[config.mk]
export PLATFORM = sky130hd
export DESIGN_NAME = vtm_seq
export DESIGN_NICKNAME = d
export VERILOG_FILES = /design/src/rtl/vtm_seq.sv
export SDC_FILE = /design/constraint.sdc
export NUM_CORES = 1
export LEC_CHECK = 0
export BUFFER_PORTS_ARGS = -buffer_cell sky130_fd_sc_hd__buf_2
export CORE_MARGIN = 1.5
export CORE_UTILIZATION = 56
export DETAILED_ROUTE_END_ITERATION = 16
export GPL_TIMING_DRIVEN = 0
export PLACE_DENSITY = 0.78
export RECOVER_POWER = 25
export SYNTH_ARGS = -nofsm -noshare
export SYNTH_HDL_FRONTEND = slang
export SYNTH_SLANG_ARGS = --single-unit
export TNS_END_PERCENT = 50
[constraint.sdc]
create_clock -name pclk -period 2.1 [get_ports pclk]
set_clock_uncertainty 0.05 [all_clocks]
set_input_delay 0.42 -clock pclk [delete_from_list [all_inputs] [get_ports pclk]]
set_output_delay 0.42 -clock pclk [all_outputs]
set_load 0.05 [all_outputs]
[src/rtl/vtm_seq.sv]
// Run-control sequencer for the vtm video timing generator: frame-bounded
// enable sequencing plus h-blank pause with a per-line timeout.
module vtm_seq #(
  parameter int unsigned FM_WID  = 8,
  parameter int unsigned PAU_TMO = 1023
) (
  input  logic              pclk,
  input  logic              prst,
  input  logic              i_start,
  input  logic              i_stop,
  input  logic [FM_WID-1:0] i_fm_num,
  input  logic              i_ds_rdy,
  input  logic              i_vtm_fstr,
  input  logic              i_vtm_fend,
  input  logic              i_vtm_hstr,
  input  logic              i_vtm_hend,
  input  logic              i_vtm_vend,
  output logic              o_vtm_en,
  output logic              o_vtm_pau,
  output logic              o_busy,
  output logic              o_done,
  output logic [FM_WID-1:0] o_fm_cnt,
  output logic              o_err
);

  localparam int unsigned PC_WID = $clog2(PAU_TMO + 1);

  typedef enum logic [1:0] {
    S_IDLE  = 2'd0,
    S_RUN   = 2'd1,
    S_DRAIN = 2'd2,
    S_DONE  = 2'd3
  } state_t;

  state_t              state;
  state_t              state_nxt;
  logic [FM_WID-1:0]   fm_req;
  logic [FM_WID-1:0]   fm_req_nxt;
  logic [FM_WID-1:0]   fs_cnt;
  logic [FM_WID-1:0]   fs_cnt_nxt;
  logic [FM_WID-1:0]   fs_cnt_inc;
  logic [FM_WID-1:0]   fm_cnt_nxt;
  logic [PC_WID-1:0]   pau_cnt;
  logic [PC_WID-1:0]   pau_cnt_nxt;
  logic                in_hblk;
  logic                in_hblk_nxt;
  logic                tmo_hit;
  logic                tmo_hit_nxt;
  logic                en_nxt;
  logic                pau_nxt;
  logic                busy_nxt;
  logic                done_nxt;
  logic                err_nxt;
  logic                start_acc;
  logic                fs_last;
  logic                tmo_now;

  assign start_acc  = (state == S_IDLE) && i_start;
  assign fs_cnt_inc = fs_cnt + FM_WID'(1);
  assign fs_last    = i_vtm_fstr && (fm_req != '0) && (fs_cnt_inc == fm_req);
  // Last permitted pause cycle of this h-blank is the one being driven now
  assign tmo_now    = o_vtm_pau && (pau_cnt == PC_WID'(PAU_TMO - 1));

  always_ff @(posedge pclk or posedge prst) begin
    if (prst) state <= S_IDLE;
    else      state <= state_nxt;
  end

  always_comb begin
    state_nxt = state;
    unique case (state)
      S_IDLE:  if (i_start) state_nxt = S_RUN;
      S_RUN:   if (i_stop || fs_last) state_nxt = S_DRAIN;
      S_DRAIN: if (i_vtm_fend) state_nxt = S_DONE;
      S_DONE:  state_nxt = S_IDLE;
      default: state_nxt = S_IDLE;
    endcase
  end

  always_comb begin
    fm_req_nxt  = fm_req;
    fs_cnt_nxt  = fs_cnt;
    fm_cnt_nxt  = o_fm_cnt;
    err_nxt     = o_err;
    in_hblk_nxt = in_hblk;
    tmo_hit_nxt = tmo_hit;
    pau_cnt_nxt = pau_cnt;

    if (start_acc) begin
      fm_req_nxt = i_fm_num;
      fs_cnt_nxt = '0;
      fm_cnt_nxt = '0;
      err_nxt    = 1'b0;
    end else begin
      if ((state == S_RUN) && i_vtm_fstr) fs_cnt_nxt = fs_cnt_inc;
      if (o_busy && i_vtm_fend)           fm_cnt_nxt = o_fm_cnt + FM_WID'(1);
      if (tmo_now)                        err_nxt    = 1'b1;
    end

    // vend-line hend never opens a pausable h-blank
    if ((state == S_IDLE) || i_vtm_hstr || i_vtm_fend) in_hblk_nxt = 1'b0;
    else if (i_vtm_hend && !i_vtm_vend)                in_hblk_nxt = 1'b1;

    if ((state == S_IDLE) || i_vtm_hstr) begin
      pau_cnt_nxt = '0;
      tmo_hit_nxt = 1'b0;
    end else begin
      if (o_vtm_pau) pau_cnt_nxt = pau_cnt + PC_WID'(1);
      if (tmo_now)   tmo_hit_nxt = 1'b1;
    end

    pau_nxt  = in_hblk_nxt && !i_ds_rdy && !tmo_hit && !tmo_now && o_busy;
    en_nxt   = (state_nxt == S_RUN);
    busy_nxt = (state_nxt != S_IDLE);
    done_nxt = (state_nxt == S_DONE);
  end

  always_ff @(posedge pclk or posedge prst) begin
    if (prst) begin
      fm_req    <= '0;
      fs_cnt    <= '0;
      pau_cnt   <= '0;
      in_hblk   <= 1'b0;
      tmo_hit   <= 1'b0;
      o_vtm_en  <= 1'b0;
      o_vtm_pau <= 1'b0;
      o_busy    <= 1'b0;
      o_done    <= 1'b0;
      o_fm_cnt  <= '0;
      o_err     <= 1'b0;
    end else begin
      fm_req    <= fm_req_nxt;
      fs_cnt    <= fs_cnt_nxt;
      pau_cnt   <= pau_cnt_nxt;
      in_hblk   <= in_hblk_nxt;
      tmo_hit   <= tmo_hit_nxt;
      o_vtm_en  <= en_nxt;
      o_vtm_pau <= pau_nxt;
      o_busy    <= busy_nxt;
      o_done    <= done_nxt;
      o_fm_cnt  <= fm_cnt_nxt;
      o_err     <= err_nxt;
    end
  end

endmodule
==> impl_metrics.ini <==
[status]
status = finished, violations left
failed_checks = capacitance limit, slew limit

[hold_path]
worstHoldEndpoint = fm_req[2]
worstHoldStart = i_fm_num[2]
hold_path_depth = 3
min_path_type = in2reg

[grt]
grt_start_max_net_pins = 44
grt_pass1_wl_um = 6860
gr-usage-all-layers_pct = 21.1
overflow = 0
antenna_found_initial = 0
grt_pass1_vias = 1614

[worst_setup_path]
critPathLaunchType = flip-flop
worstPathCellList = ha_2 > and3_2 > a211o_1 > a32oi_2 > nor2b_1 > a221o_1
worstPathArrival_ns = 2.10
cp_slowest_stage_delay_ns = 0.45
r2r-start = fs_cnt[0]
reg2reg_to = state[1]
reg2reg_depth = 6
regToRegSetupSlack_ns = 0.13
cp_max_fo = 6
crit_required_ns = 2.23
worst-path-buf-inv = 0
slowest_stage = dfrtp_1
timing.setup.critical_path_class = reg2reg
end_kind = flip-flop
timing.critical_path.max_delay_family = compound AO/OA/AOI/OAI gates

[layout]
final_nets = 264
drive_gt1_share_pct = 25.5
final_util_pct = 66.4
n_antenna_cell = 0
stdcell_count = 291
final_cell_mix = 43 x dfrtp_1, 31 x buf_2, 23 x nor2_1, 15 x o21ai_0, 15 x xor2_1
nFillCells = 306
areaGrowthSynthToFinish_pct = 13.8
finalInstanceArea_um2 = 2450
final_common_cell = dfrtp_1

[clock_network]
clk_pin_slew_worst_paths_ns = 0.08
clock-sinks = 43
cts_buffer_depth = 2
hold_buffers = 0
cts_made_buffers = 5
postCtsSetupBuffers = 0
root_buffer = clkbuf_8
cts-htree-levels = 2
clk_latency_ns = 0.29
cts_tree = yes

[place]
hpwl_um = 2910
placed_area_um2 = 2360
pre_cts_slack_ns = 0.0665
place.gp.congestion = 0.769
placement.io_buffers = 30
dp_cells = 283

[route]
ant_nets = 0
avgViaCountPerCell = 5.65
routedWlPerCell_um = 13.7
num_vias = 1643
drt-total-wl_um = 3990
drt_iter0_markers = 117
drc = 0
first_pass_iters = 4

[timing]
setup_viol = 0
drv_slew = 44
slew_headroom_pct = -2.00
hold_viol_final = 0
post-route-period-util_pct = 93.9
fmax_mhz = 507
final.setup.tns_ns = 0
rsz0062_at_grt = false
worst_pin_slew_ns = 1.53
holdWs_ns = 0.278
worst_slack_ns = 0.128
period_needed_ns = 1.97

[synth]
yosysWarnings = 0
synth_fp_nets = 227
yosys_register_bits = 43
synth_cells = 205
synth.distinct_cells = 46
synth_seq_area_share_pct = 50.0
syn_area_um2 = 2150
async_flop_share_pct = 100
synth_ff_type = dfrtp_1
avgSynthCellArea_um2 = 10.5
synth_edf_count = 0

[die]
die_w_um = 65.0
rows = 22
num_io_pins = 31
placeableCoreArea_um2 = 3690
initial_core_util_pct = 58.3
die_area_um2 = 4220
die_y_um = 65.0

[run]
maxCapViolations = 1

[power]
p_total_mw = 2.57
power_density_nw_per_um2 = 1050
leakage_nw = 1.16
peakVddDrop_v = 0.000694
-- power by group --
group,internal (mW),switching [mW],total (mW)
sequential,0.992,0.175,1.17
clock,0.232,0.279,0.511
combinational,0.364,0.531,0.896
-- routing by layer --
metal / global-route usage, % / part of all wire [%]
met5: 0 / 0
met3: 4.17 / 4.5
met1: 25.7 / 44
met2: 37.4 / 50
met4: 7.18 / 1.3
-- flip-flops by register name (all words and copies together) (netlist names) --
name and count:
fm_req 8, fs_cnt 8, in_hblk 1, o_busy 1, o_done 1, o_err 1, o_fm_cnt 8, o_vtm_en 1
o_vtm_pau 1, pau_cnt 10, state 2, tmo_hit 1
-- cell families (layout without fill, tap and decap cells) --
logic type                 count (synthesis)  count (layout)  share of synthesized area (%)
and+or+nand+nor                           80              80                           20.2
DFF                                       43              43                           50.0
AOI/OAI and AO/OA                         38              38                           11.2
muxes                                      8               8                           4.13
buffers and inverters                     10              48                           2.50
adders and majority gates                  4               4                           2.33
xor gates and xnor gates                  22              22                           9.71
-- cell type report --
type	count	area [um^2]	area share (%)
sequential	43	1080	43.9
inverter	4	15.0	0.613
multi-input combinational	152	1020	41.8
timing repair buffer	30	150	6.13
buffer	6	38.8	1.58
tap	48	60.1	2.45
clock inverter	2	12.5	0.511
clock buffer	6	72.6	2.96
-- how the worst max path moves through the flow --
stage                     cells after the start           to  slack (ns)      start
after detailed placement                      6     state[1]        0.07  fs_cnt[0]
after floorplan                               6     state[1]        0.23  fs_cnt[0]
after global placement                        2  o_fm_cnt[3]        0.07       prst
after global routing                          6     state[1]        0.05  fs_cnt[0]
final                                         6     state[1]        0.13  fs_cnt[0]
after CTS                                     6     state[1]        0.05  fs_cnt[0]
-- timing repair --
item	CTS	global route
resized for setup	0	1
setup endpoints to repair	0	1
endpoints found under the hold margin	0	0
-- cell usage after synthesis (3+ instances only) --
cell | instances | area [um^2]
xor2_1 | 15 | 131
mux2_2 | 7 | 78.8
ha_1 | 4 | 50.1
xnor2_1 | 6 | 52.6
o21ai_0 | 15 | 75.1
nor3_1 | 3 | 15.0
and3_2 | 4 | 30.0
nor2b_1 | 4 | 25.0
dfrtp_1 | 43 | 1080
nand2_1 | 11 | 41.3
nor2_1 | 23 | 86.3
and3_1 | 4 | 25.0
nand3_1 | 11 | 55.1
or3_1 | 3 | 18.8
inv_1 | 4 | 15.0
a21oi_1 | 10 | 50.1
nand4_1 | 5 | 31.3
-- worst register-to-register path, delay by kind of cell, from the launching register on --
family	cells	cell delay, ns
flops	1	0.45
fa+ha+maj	1	0.26
compound gates	3	0.83
simple gates	2	0.29
Power figures use the tool's default switching activity.
